**src/rtl/four_mux_rr_arbiter_pkg.sv**
```systemverilog
// Shared constants and state encoding for the four-way round-robin
// arbiter that fronts a 4:1 single-bit mux.
package four_mux_rr_arbiter_pkg;

  localparam int N_REQ = 4;
  localparam int SEL_W = 2;

  typedef enum logic {
    ST_IDLE  = 1'b0,
    ST_GRANT = 1'b1
  } state_t;

endpackage

```
**src/rtl/four_mux_rr_arbiter_rr_pick4.sv**
```systemverilog
// Rotating priority pick: first set bit of i_cand searching from
// i_last_ptr+1 upward, modulo four.
module rr_pick4
  import four_mux_rr_arbiter_pkg::*;
(
  input  logic [N_REQ-1:0] i_cand,
  input  logic [SEL_W-1:0] i_last_ptr,
  output logic [SEL_W-1:0] o_idx,
  output logic             o_found
);

  logic [SEL_W-1:0] w_try;

  always_comb begin
    o_idx   = '0;
    o_found = 1'b0;
    w_try   = '0;
    for (int k = 1; k <= N_REQ; k++) begin
      w_try = i_last_ptr + SEL_W'(k);
      if (!o_found && i_cand[w_try]) begin
        o_idx   = w_try;
        o_found = 1'b1;
      end
    end
  end

endmodule

```
**src/rtl/four_mux_rr_arbiter.sv**
```systemverilog
// Round-robin arbiter with bounded hold time; drives the shared mux
// select and a one-hot grant back to the four requesters.
module four_mux_rr_arbiter
  import four_mux_rr_arbiter_pkg::*;
#(
  parameter int HOLD_MAX = 4,
  parameter int CNT_W    = 8
) (
  input  logic             clk,
  input  logic             rst,
  input  logic [N_REQ-1:0] req,
  output logic [N_REQ-1:0] gnt,
  output logic [SEL_W-1:0] sel,
  output logic             busy
);

  localparam logic [N_REQ-1:0] ONE = N_REQ'(1);
  localparam logic [CNT_W-1:0] HMAX = CNT_W'(HOLD_MAX);

  state_t           r_state;
  logic [N_REQ-1:0] r_gnt;
  logic [SEL_W-1:0] r_sel;
  logic             r_busy;
  logic [SEL_W-1:0] r_last;
  logic [CNT_W-1:0] r_hold;

  state_t           w_state_nxt;
  logic [N_REQ-1:0] w_gnt_nxt;
  logic [SEL_W-1:0] w_sel_nxt;
  logic             w_busy_nxt;
  logic [SEL_W-1:0] w_last_nxt;
  logic [CNT_W-1:0] w_hold_nxt;

  logic             w_own;
  logic [N_REQ-1:0] w_others;
  logic [N_REQ-1:0] w_cand;
  logic             w_hold_done;
  logic [SEL_W-1:0] w_idx;
  logic             w_found;
  logic             w_take;

  assign w_own       = req[r_sel];
  assign w_others    = req & ~(ONE << r_sel);
  assign w_hold_done = (r_hold >= HMAX);
  // A holding owner only ever competes against the others.
  assign w_cand = (r_state == ST_GRANT && w_own) ? w_others : req;

  rr_pick4 u_pick (
    .i_cand    (w_cand),
    .i_last_ptr(r_last),
    .o_idx     (w_idx),
    .o_found   (w_found)
  );

  always_ff @(posedge clk or posedge rst) begin
    if (rst) begin
      r_state <= ST_IDLE;
      r_gnt   <= '0;
      r_sel   <= '0;
      r_busy  <= 1'b0;
      r_last  <= SEL_W'(N_REQ - 1);
      r_hold  <= '0;
    end else begin
      r_state <= w_state_nxt;
      r_gnt   <= w_gnt_nxt;
      r_sel   <= w_sel_nxt;
      r_busy  <= w_busy_nxt;
      r_last  <= w_last_nxt;
      r_hold  <= w_hold_nxt;
    end
  end

  always_comb begin
    w_state_nxt = r_state;
    w_gnt_nxt   = r_gnt;
    w_sel_nxt   = r_sel;
    w_busy_nxt  = r_busy;
    w_last_nxt  = r_last;
    w_hold_nxt  = r_hold;
    w_take      = 1'b0;
    unique case (r_state)
      ST_IDLE: begin
        if (w_found) w_take = 1'b1;
      end
      ST_GRANT: begin
        if (!w_own) begin
          if (w_found) begin
            w_take = 1'b1;
          end else begin
            w_state_nxt = ST_IDLE;
            w_gnt_nxt   = '0;
            w_busy_nxt  = 1'b0;
            w_hold_nxt  = '0;
          end
        end else if (w_hold_done && |w_others) begin
          w_take = 1'b1;
        end else if (!w_hold_done) begin
          w_hold_nxt = r_hold + CNT_W'(1);
        end
      end
    endcase
    if (w_take) begin
      w_state_nxt = ST_GRANT;
      w_gnt_nxt   = ONE << w_idx;
      w_sel_nxt   = w_idx;
      w_busy_nxt  = 1'b1;
      w_last_nxt  = w_idx;
      w_hold_nxt  = CNT_W'(1);
    end
  end

  always_comb begin
    gnt  = r_gnt;
    sel  = r_sel;
    busy = r_busy;
  end

endmodule
```
**config.mk**
```make
export PLATFORM = sky130hd
export DESIGN_NAME = four_mux_rr_arbiter
export DESIGN_NICKNAME = d
export VERILOG_FILES = /design/src/rtl/four_mux_rr_arbiter_pkg.sv /design/src/rtl/four_mux_rr_arbiter_rr_pick4.sv /design/src/rtl/four_mux_rr_arbiter.sv
export SDC_FILE = /design/constraint.sdc
export NUM_CORES = 1
export LEC_CHECK = 0
export CAP_MARGIN = 15
export CORE_ASPECT_RATIO = 0.7
export CORE_MARGIN = 4
export CORE_UTILIZATION = 54
export CTS_CLUSTER_DIAMETER = 100
export CTS_CLUSTER_SIZE = 25
export DETAILED_ROUTE_END_ITERATION = 12
export PLACE_DENSITY = 0.77
export RECOVER_POWER = 100
export SETUP_SLACK_MARGIN = 0.3
export SYNTH_ARGS = -nofsm -noshare
export SYNTH_HDL_FRONTEND = slang
export SYNTH_SLANG_ARGS = --single-unit
```
**constraint.sdc**
```tcl
create_clock -name clk -period 2.11 [get_ports clk]
set_input_delay 0.422 -clock clk [delete_from_list [all_inputs] [get_ports clk]]
set_output_delay 0.422 -clock clk [all_outputs]
set_load 0.05 [all_outputs]
```
==> results of run 1 <==
==> per-stage QoR <==
step	hold slack, ns	power [mW]
4_1_cts	0.5032	2.391
6_report	0.5056	2.572
3_3_place_gp	0.4678	1.989
3_5_place_dp	0.4736	2.032
5_1_grt	0.5282	2.729
2_1_floorplan	0.3590	1.651
==> area by class of cell <==
type,instances,area (um^2)
clock buffers,4,36.28
fillers,128,414.1
inverters,5,18.77
multi-input cells,79,681.9
flip-flops and latches,18,455.4
well taps,22,27.53
repair buffers,32,269.0
==> placed cells by master (no fill, tap or decap), drive strengths merged, types with 2 or more instances in the layout <==
cell type / count
nand2b: 2
dfrtp: 16
a31oi: 4
nor4: 2
clkbuf: 4
o31ai: 3
a32o: 3
ha: 2
nor3: 2
and2: 6
o21ai: 5
a21oi: 2
dfstp: 2
nor2b: 3
dlygate4sd2: 10
nand2: 6
or2: 3
mux2: 5
inv: 5
buf: 21
a22oi: 2
mux2i: 6
nand3: 3
nor2: 7
==> worst register-to-register path, delay by kind of cell (launching register included) <==
family / cells / cell delay, ns
AO/OA/AOI/OAI: 1 / 0.24
flip-flops: 1 / 0.56
multiplexers: 3 / 1.02
==> timing repair <==
| action | in CTS | in global routing |
|---|---|---|
| resized for setup | 17 | 9 |
| gates cloned | 0 | 1 |
| endpoints found under the setup margin | 23 | 15 |
| setup buffers | 4 | 2 |
| pin swaps | 1 | 1 |
==> logic make-up after synthesis <==
kind of cell	Yosys count
compound gates	29
simple gates	35
buf+inv	11
fa+ha+maj	2
mux	11
xor+xnor	1
flops	18
==> registers in the layout, indices dropped and copies added (netlist names) <==
register	flops
busy	1
gnt	4
r_hold	8
r_last	2
r_state	1
sel	2
==> power by group through the flow <==
stage | Clock [mW] | Combinational, mW | Sequential [mW]
after global routing | 0.250 | 1.84 | 0.643
after global placement | 0 | 1.35 | 0.637
final | 0.216 | 1.73 | 0.629
after floorplan | 0 | 0.917 | 0.734
after detailed placement | 0 | 1.39 | 0.643
after CTS | 0.219 | 1.56 | 0.614
==> worst max-delay path by stage <==
stage,depth (start not counted),startpoint,end,slack [ns]
6_report,4,sel[1]$_DFFE_PP0P_,sel[0]$_DFFE_PP0P_,0.19
5_1_grt,5,sel[1]$_DFFE_PP0P_,sel[1]$_DFFE_PP0P_,0.11
4_1_cts,4,sel[1]$_DFFE_PP0P_,sel[0]$_DFFE_PP0P_,0.26
3_5_place_dp,7,req[2],r_hold[0]$_DFFE_PP0P_,-0.21
3_3_place_gp,6,req[2],gnt[3]$_DFFE_PP0P_,-0.14
2_1_floorplan,6,sel[1]$_DFFE_PP0P_,sel[0]$_DFFE_PP0P_,0.24
==> per-layer routing <==
metal	GRT usage (%)	part of all wire [%]	vias to the layer above
met5	0	0	-
met3	6.914	9.1	13
met4	7.792	2.1	0
met2	38.02	47	67
li1	-	-	458
met1	27.74	42	495
==> metrics, run 1 <==
CTS Hold Bufs 0; asr flop ratio synth between 90% and 100%; CTS buffer count 3; Final setup viols 0; Post-synth EDFFs 0; grt ovf 0; io pins 13; worst r2r src sel[1]$_DFFE_PP0P_; share of power burned in registers 24.5%; Bufs and invs on worst path 0; CP max-delay cell dfrtp_1; Die ar. 2859 um^2; critical path type flip-flop to flip-flop; Final Net Count approximately 150; post-synthesis xor/xnor area fraction less than 1%; Worst Hold Launch r_hold[4]$_DFFE_PP0P_; first-pass GRT wire length 4892 um; sequential-to-total area share from yosys stat 40.77%; proportion of layout cells with a drive suffix above 1 39.86%; Pwr Density 1727 nW/um^2; clock tree buffer depth 2; CTS sink count 18; FP Rows 13; placed cell count 149; Switch Pwr 1.182 mW; FF-to-FF End sel[0]$_DFFE_PP0P_; cell leakage power 0.7064 nW; delay-heaviest family, CP multiplexers; simple-gate share of the synthesized area 17.57%; Finished Cell Area around 1500 um^2; GPL Wtd Cong 0.8787; Hold WC Path Type flip-flop to flip-flop; net switching share of the total power 45.98%; core area 1903 um^2; Max Clock Freq 0.5206 GHz; port buffer count 12; Post-Place Worst Slack -0.2131 ns; RSZ-0062 raised after global routing yes; dpl hpwl 1850 um; transition time of the tightest slew-check pin 0.6938 ns; status finished clean; First-pass DRT Iterations 7; Root Buffer clkbuf_4; # DRC 0; synthesized area 1111 um^2; Worst Hold Endpoint r_hold[4]$_DFFE_PP0P_; Post-synth top flop dfrtp_1; crit-path cells mux2i_2 > o22a_2 > mux2i_4 > mux2_4; Worst EP arrival 2.11 ns; post-route ant nets 0; R2R depth 4; Clk pin slew, worst setup/hold paths between 0.1 and 0.15 ns; die width 62.22 um; Max FO, Critical Path 6; Placed Area 1346 um^2; DR iter-0 viols 67; Clock power frac 8.4%; vias in the first global route 1018; pin count of the biggest net entering global routing 19; Synth Area in Adders 2.252%; Total Wirelength 3237 um; Avg Vias per Cell approximately 6.5; starting density of the core 58.38%; Syn Inst Count 107; Internal roughly 1.4 mW; largest family of logic cells by synthesized area compound AO/OA/AOI/OAI gates; CP endpoint kind flip-flop; initial antenna violation count 0; Yosys warnings 0; synth unique cells 46; max-cap violations 0; Final WS setup 0.1892 ns; syn avg cell area 10.38 um^2; post-synth net total 115; Clock Latency Late Sink 0.29 ns; period utilization about nine tenths; multiplexer area fraction after synthesis 11.94%; gr usage total 22.49%; Yosys reg bits 18; Setup Skew approximately 0.0036 ns; P&R area growth vs syn 34.01%; post-synth top area share 36.04%; Critical Path Max Stage Delay approximately 0.56 ns; Fin. Hold Viols 0; CTS tree yes; Finished Layout Cells 160; critical path launch point type flip-flop; Compound-Gate Fraction of Synth Area a little over a fifth; main area contributors after synthesis dfrtp_1, mux2_2, dfstp_2; Setup TNS 0 ns; worst rel slew slack a little over half; Slew Viols, Final 0; H-tree depth 1; maximum vdd ir drop 0.001266 V; area leader, netlist dfrtp_1; register-to-register setup slack 0.19 ns; Crit path required time 2.30 ns; Die Span Y ~46 um; Avg WL per Cell 20.23 um; commonest cells in the synthesized netlist dfrtp_1, nor2_1, and2_1, nand2_1; leading cell type by number of instances after synthesis dfrtp_1; combinational power share 67.1%; Util after Layout 78.24%; via count 1033; post-route minimum period approximately 1.9 ns; hold depth 1; ANT cells 0
Power figures use the tool's default switching activity.
==> run 2: changes to the inputs <==
--- a/config.mk
+++ b/config.mk
@@ -12,8 +12,8 @@
 export CTS_CLUSTER_DIAMETER = 100
 export CTS_CLUSTER_SIZE = 25
 export DETAILED_ROUTE_END_ITERATION = 12
+export MAX_ROUTING_LAYER = met4
 export PLACE_DENSITY = 0.77
-export RECOVER_POWER = 100
 export SETUP_SLACK_MARGIN = 0.3
 export SYNTH_ARGS = -nofsm -noshare
 export SYNTH_HDL_FRONTEND = slang
==> run 2 against run 1 <==
Against the previous run:
- die area unchanged
- critical path depth increased by 2
- flip-flop and latch count unchanged
- sequential power decreased by 3.3%
- via count decreased by 6.3%
==> metrics, run 2 (same netlist as run 1, synthesis figures left out) <==
via count 968 (was 1033); met2 wire len 1262 um (was 1516 um); commonest cells after routing, fill and taps aside buf_4, dfrtp_1, dlygate4sd2_1 (unchanged); Final setup viols 0 (unchanged); Max FO, Critical Path 9 (was 6); proportion of layout cells with a drive suffix above 1 42.14% (was 39.86%); Total Wirelength 2823 um (was 3237 um); cell leakage power 0.7033 nW (was 0.7064 nW); placed cell count 147 (was 149); Hold WC Path Type flip-flop to flip-flop (unchanged); Worst Hold Endpoint busy$_DFFE_PP0P_ (was r_hold[4]$_DFFE_PP0P_); grt ovf 0 (unchanged); initial antenna violation count 0 (unchanged); Finished Layout Cells 162 (was 160); RSZ-0062 raised after global routing yes (unchanged); worst rel slew slack 52.66% (was 53.69%); vias in the first global route 972 (was 1018); Die ar. 2859 um^2 (unchanged); Slew Viols, Final 0 (unchanged); gr usage total 22.14% (was 22.49%); Clock Latency Late Sink 0.30 ns (was 0.29 ns); clock tree buffer depth 2 (unchanged); Clock power frac 8.8% (was 8.4%); Max Clock Freq 0.5534 GHz (was 0.5206 GHz); Fin. Hold Viols 0 (unchanged); period utilization 85.63% (was 91.03%); Most flops, register r_hold (unchanged); ANT cells 0 (unchanged); DR iter-0 viols 57 (was 67); Worst EP arrival 2.00 ns (was 2.11 ns); combinational power share 66.7% (was 67.1%); hold depth 1 (unchanged); # DRC 0 (unchanged); critical path launch point type flip-flop (unchanged); Avg Vias per Cell 5.975 (was 6.456); CTS tree yes (unchanged); Setup TNS 0 ns (unchanged); FF-to-FF End r_hold[0]$_DFFE_PP0P_ (was sel[0]$_DFFE_PP0P_); Final Net Count 149 (was 147); First-pass DRT Iterations 4 (was 7); Die Span Y 45.95 um (unchanged); metal1 wirelength 1385 um (was 1358 um); worst r2r src sel[0]$_DFFE_PP0P_ (was sel[1]$_DFFE_PP0P_); Pwr Density 1660 nW/um^2 (was 1727 nW/um^2); transition time of the tightest slew-check pin 0.7094 ns (was 0.6938 ns); Avg WL per Cell 17.43 um (was 20.23 um); Worst Hold Launch busy$_DFFE_PP0P_ (was r_hold[4]$_DFFE_PP0P_); max-cap violations 0 (unchanged); CP endpoint kind flip-flop (unchanged); core area 1903 um^2 (unchanged); dpl hpwl 1863 um (was 1850 um); most common cell after layout, fill and taps aside buf_4 (unchanged); starting density of the core 58.38% (unchanged); Crit path required time 2.31 ns (was 2.30 ns); post-route minimum period 1.807 ns (was 1.921 ns); first-pass GRT wire length 4650 um (was 4892 um); Setup Skew 0.003562 ns (was 0.003616 ns); register-to-register setup slack 0.30 ns (was 0.19 ns); uppermost routed layer met4 (unchanged); status finished clean (unchanged); Util after Layout 78.76% (was 78.24%); H-tree depth 1 (unchanged); Clk pin slew, worst setup/hold paths 0.11 ns (about the same); Switch Pwr 1.107 mW (was 1.182 mW); critical path type flip-flop to flip-flop (unchanged); share of power burned in registers 24.5% (about the same); CTS buffer count 3 (unchanged); P&R area growth vs syn 34.91% (was 34.01%); FP Rows 13 (unchanged); Met3 Routed Length 130 um (was 293 um); io pins 13 (unchanged); die width 62.22 um (unchanged); CTS Hold Bufs 0 (unchanged); Largest register FFs 8 (unchanged); CTS sink count 18 (unchanged); Root Buffer clkbuf_4 (unchanged); net switching share of the total power 44.51% (was 45.98%); post-route ant nets 0 (unchanged); R2R depth 6 (was 4); Internal 1.380 mW (was 1.390 mW); pin count of the biggest net entering global routing 19 (unchanged); GPL Wtd Cong 0.9112 (was 0.8787); port buffer count 12 (unchanged); maximum vdd ir drop 0.001226 V (was 0.001266 V); Tot Pwr 2.488 mW (was 2.572 mW)
[run 2: power groups by stage]
stage	Combinational (mW)	Sequential, mW	Clock [mW]
final	1.66	0.608	0.220
after global routing	1.78	0.622	0.242
after CTS	1.55	0.595	0.225
after detailed placement	1.35	0.649	0
after global placement	1.33	0.636	0
after floorplan	0.917	0.734	0
[run 2: worst max-delay path, cell delays in order, from the launching register on]
cell and delay [ns]:
dfrtp_2 0.46, mux2i_2 0.34, a31oi_2 0.17, a21oi_2 0.20
mux2i_4 0.14, buf_4 0.16, a211o_1 0.22
[run 2: final cells by class]
class	count	area, um^2
Clock buffer	4	36.28
Fill cell	130	404.1
Inverter	5	18.77
Multi-Input combinational cell	78	674.4
Sequential cell	18	456.7
Tap cell	22	27.53
Timing Repair Buffer	35	285.3
[run 2: worst max-delay path by stage]
| stage | start | endpoint | depth (start not counted) |
|---|---|---|---|
| floorplan | sel[1]$_DFFE_PP0P_ | sel[0]$_DFFE_PP0P_ | 6 |
| CTS | sel[1]$_DFFE_PP0P_ | r_hold[0]$_DFFE_PP0P_ | 8 |
| global route | sel[0]$_DFFE_PP0P_ | r_hold[0]$_DFFE_PP0P_ | 6 |
| detailed placement | req[2] | gnt[1]$_DFFE_PP0P_ | 6 |
| finish | sel[0]$_DFFE_PP0P_ | r_hold[0]$_DFFE_PP0P_ | 6 |
| global placement | req[2] | gnt[3]$_DFFE_PP0P_ | 6 |
[run 2: timing repair]
action | in CTS | in global routing
endpoints found under the setup margin | 22 | 8
buffers inserted | 9 | 2
gates resized for setup | 18 | 9
pin swaps | 2 | 2
[run 2: per-layer routing]
metal | up-vias | global-route usage [%]
li1 | 456 | -
met1 | 474 | 28.85
met5 | - | -
met3 | 6 | 5.432
met2 | 32 | 34.30
met4 | 0 | 6.926
[run 2: per-stage QoR]
step	hold WS, ns	instance area (um^2)	setup slack, ns
after floorplan	0.3590	1145	0.2380
after global placement	0.4670	1331	-0.1733
after detailed placement	0.4687	1331	-0.2120
after CTS	0.4933	1451	0.3036
after global routing	0.5251	1499	0.2414
final	0.4863	1499	0.3031
==> run 3: changes to the inputs <==
--- a/config.mk
+++ b/config.mk
@@ -6,7 +6,6 @@
 export NUM_CORES = 1
 export LEC_CHECK = 0
 export CAP_MARGIN = 15
-export CORE_ASPECT_RATIO = 0.7
 export CORE_MARGIN = 4
 export CORE_UTILIZATION = 54
 export CTS_CLUSTER_DIAMETER = 100
==> constraint.sdc (replaced) <==
create_clock -name clk -period 1.92 [get_ports clk]
set_input_delay 0.384 -clock clk [delete_from_list [all_inputs] [get_ports clk]]
set_output_delay 0.384 -clock clk [all_outputs]
set_load 0.05 [all_outputs]
==> run 3 against run 2 <==
Against the previous run:
- critical path depth up 1
- clock skew up 0.0015 ns
- combinational power up 34%
- cell area up 13%
- setup slack worse by 0.31 ns
- critical endpoint is now sel[1]$_DFFE_PP0P_
- largest power group unchanged
- sequential share of layout area down 3.5 points
- clock power up 4%
- count of clock-buffer cells in the layout unchanged
- routed wire length up 19%
- first-iteration DRC count down 46%
- the flow now finishes with violations (setup timing)
==> metrics, run 3 (same netlist as run 1, synthesis figures left out) <==
port buffer count 12 (unchanged); FP Rows 16 (was 13); DR iter-0 viols 31 (was 57); # DRC 0 (unchanged); first-pass GRT wire length 5030 um (was 4650 um); core area 1962 um^2 (was 1903 um^2); Hold WC Path Type input port to asynchronous set/reset pin (was flip-flop to flip-flop); Most flops, register r_hold (unchanged); CP endpoint kind flip-flop (unchanged); vias in the first global route 1049 (was 972); CTS sink count 18 (unchanged); Final Net Count 156 (was 149); Setup Skew 0.005064 ns (was 0.003562 ns); worst rel slew slack 67.59% (was 52.66%); via count 1036 (was 968); starting density of the core 56.63% (was 58.38%); ANT cells 0 (unchanged); dpl hpwl 1907 um (was 1863 um); CTS tree yes (unchanged); transition time of the tightest slew-check pin 0.4880 ns (was 0.7094 ns); commonest cells after routing, fill and taps aside buf_4, dfrtp_1, buf_6 (was buf_4, dfrtp_1, dlygate4sd2_1); failing checks setup timing; max-cap violations 0 (unchanged); gr usage total 25.64% (was 22.14%); Post-Place Worst Slack -0.4179 ns (was -0.2120 ns); First-pass DRT Iterations 4 (unchanged); CP max-delay cell clkdlybuf4s15_1 (was dfrtp_2); status finished with violations (was finished clean); register-to-register setup slack 0.02 ns (was 0.30 ns); RSZ-0062 raised after global routing yes (unchanged); proportion of layout cells with a drive suffix above 1 55.10% (was 42.14%); Max FO, Critical Path 7 (was 9); Die ar. 2847 um^2 (was 2859 um^2); clock tree buffer depth 2 (unchanged); Avg WL per Cell 19.33 um (was 17.43 um); P&R area growth vs syn 52.36% (was 34.91%); most common cell after layout, fill and taps aside buf_4 (unchanged); Max Clock Freq 0.5197 GHz; post-route ant nets 0 (unchanged); grt ovf 0 (unchanged); Total Wirelength 3364 um (was 2823 um); period utilization 100.2%; Worst EP arrival 2.13 ns (was 2.00 ns); Slew Viols, Final 0 (unchanged); post-route minimum period 1.924 ns; Root Buffer clkbuf_4 (unchanged); Fin. Hold Viols 0 (unchanged); Die Span Y 53.36 um (was 45.95 um); critical path type input port to flip-flop (was flip-flop to flip-flop); Crit path required time 2.13 ns (was 2.31 ns); Critical Path Max Stage Delay 0.43 ns (was 0.46 ns); H-tree depth 1 (unchanged); crit-path cells clkdlybuf4s15_1 > mux2i_2 > a22oi_4 > nand3_2 > mux2i_4 > buf_6 > mux2i_1 (was mux2i_2 > a31oi_2 > a21oi_2 > mux2i_4 > buf_4 > a211o_1); GPL Wtd Cong 0.8188 (was 0.9112); maximum vdd ir drop 0.001233 V (was 0.001226 V); cell leakage power 0.7755 nW (was 0.7033 nW); Clk pin slew, worst setup/hold paths 0.10 ns (was 0.11 ns); Setup TNS -0.004175 ns (was 0 ns); initial antenna violation count 0 (unchanged); Avg Vias per Cell 5.954 (was 5.975); die width 53.36 um (was 62.22 um); critical path launch point type input port (was flip-flop); io pins 13 (unchanged); Final WS setup -0.004175 ns (was 0.3031 ns); CTS Hold Bufs 0 (unchanged); Final setup viols 1 (was 0); pin count of the biggest net entering global routing 13 (was 19); Clock Latency Late Sink 0.29 ns (was 0.30 ns); Pwr Density 1869 nW/um^2 (was 1660 nW/um^2); Largest register FFs 8 (unchanged); CTS buffer count 3 (unchanged)
## run 3: per-layer routing
metal / up-vias / global-route usage [%] / wire, um / part of all wire [%]
met1: 514 / 28.83 / 1402 / 42
met2: 34 / 45.31 / 1744 / 52
met4: 0 / 7.660 / 99 / 2.9
li1: 478 / - / - / -
met3: 10 / 5.352 / 117 / 3.5
met5: - / - / 0 / 0
## run 3: power breakdown
group	internal, mW	total [mW]	switching (mW)
clock network	0.116	0.228	0.113
logic	1.11	2.23	1.12
registers	0.527	0.706	0.178
## run 3: stage by stage
stage	area (um^2)	utilization (%)	total power [mW]	hold slack [ns]	instances
6_report	1693	86.29	3.164	0.3293	174
5_1_grt	1693	86.29	3.321	0.3414	174
4_1_cts	1597	81.38	2.920	0.3063	170
3_5_place_dp	1379	70.28	2.268	0.4716	157
3_3_place_gp	1379	70.28	2.215	0.4577	157
2_1_floorplan	1151	-	1.823	0.3210	107
## run 3: worst paths after layout
path                                    endpoint  cells after the start               start
max                           sel[1]$_DFFE_PP0P_                      7              req[2]
min                           sel[1]$_DFFE_PP0P_                      2                 rst
max reg2reg                   sel[1]$_DFFE_PP0P_                      5  sel[1]$_DFFE_PP0P_
min reg2reg                   gnt[1]$_DFFE_PP0P_                      1  gnt[1]$_DFFE_PP0P_
max in group asynchronous  r_hold[1]$_DFFE_PP0P_                      3                 rst
min in group clk              gnt[1]$_DFFE_PP0P_                      1  gnt[1]$_DFFE_PP0P_
## run 3: area by class of cell
class	count	area [um^2]
Timing Repair Buffer	41	355.3
Clock buffer	4	36.28
Inverter	5	18.77
Fill cell	100	269.0
Multi-Input combinational cell	79	792.0
Tap cell	27	33.78
Sequential cell	18	456.7
## run 3: what timing repair did
item / in CTS / in global routing
setup endpoints to repair: 22 / 21
resized for setup: 38 / 19
cloned: 1 / 0
setup buffers: 8 / 4
pin swaps: 13 / 5
## run 3: worst max-delay path, delay by kind of cell
family                 cells  cell delay (ns)
multiplexers               3             0.76
buffers and inverters      2             0.59
AO/OA/AOI/OAI              1             0.27
AND/OR/NAND/NOR            1             0.12
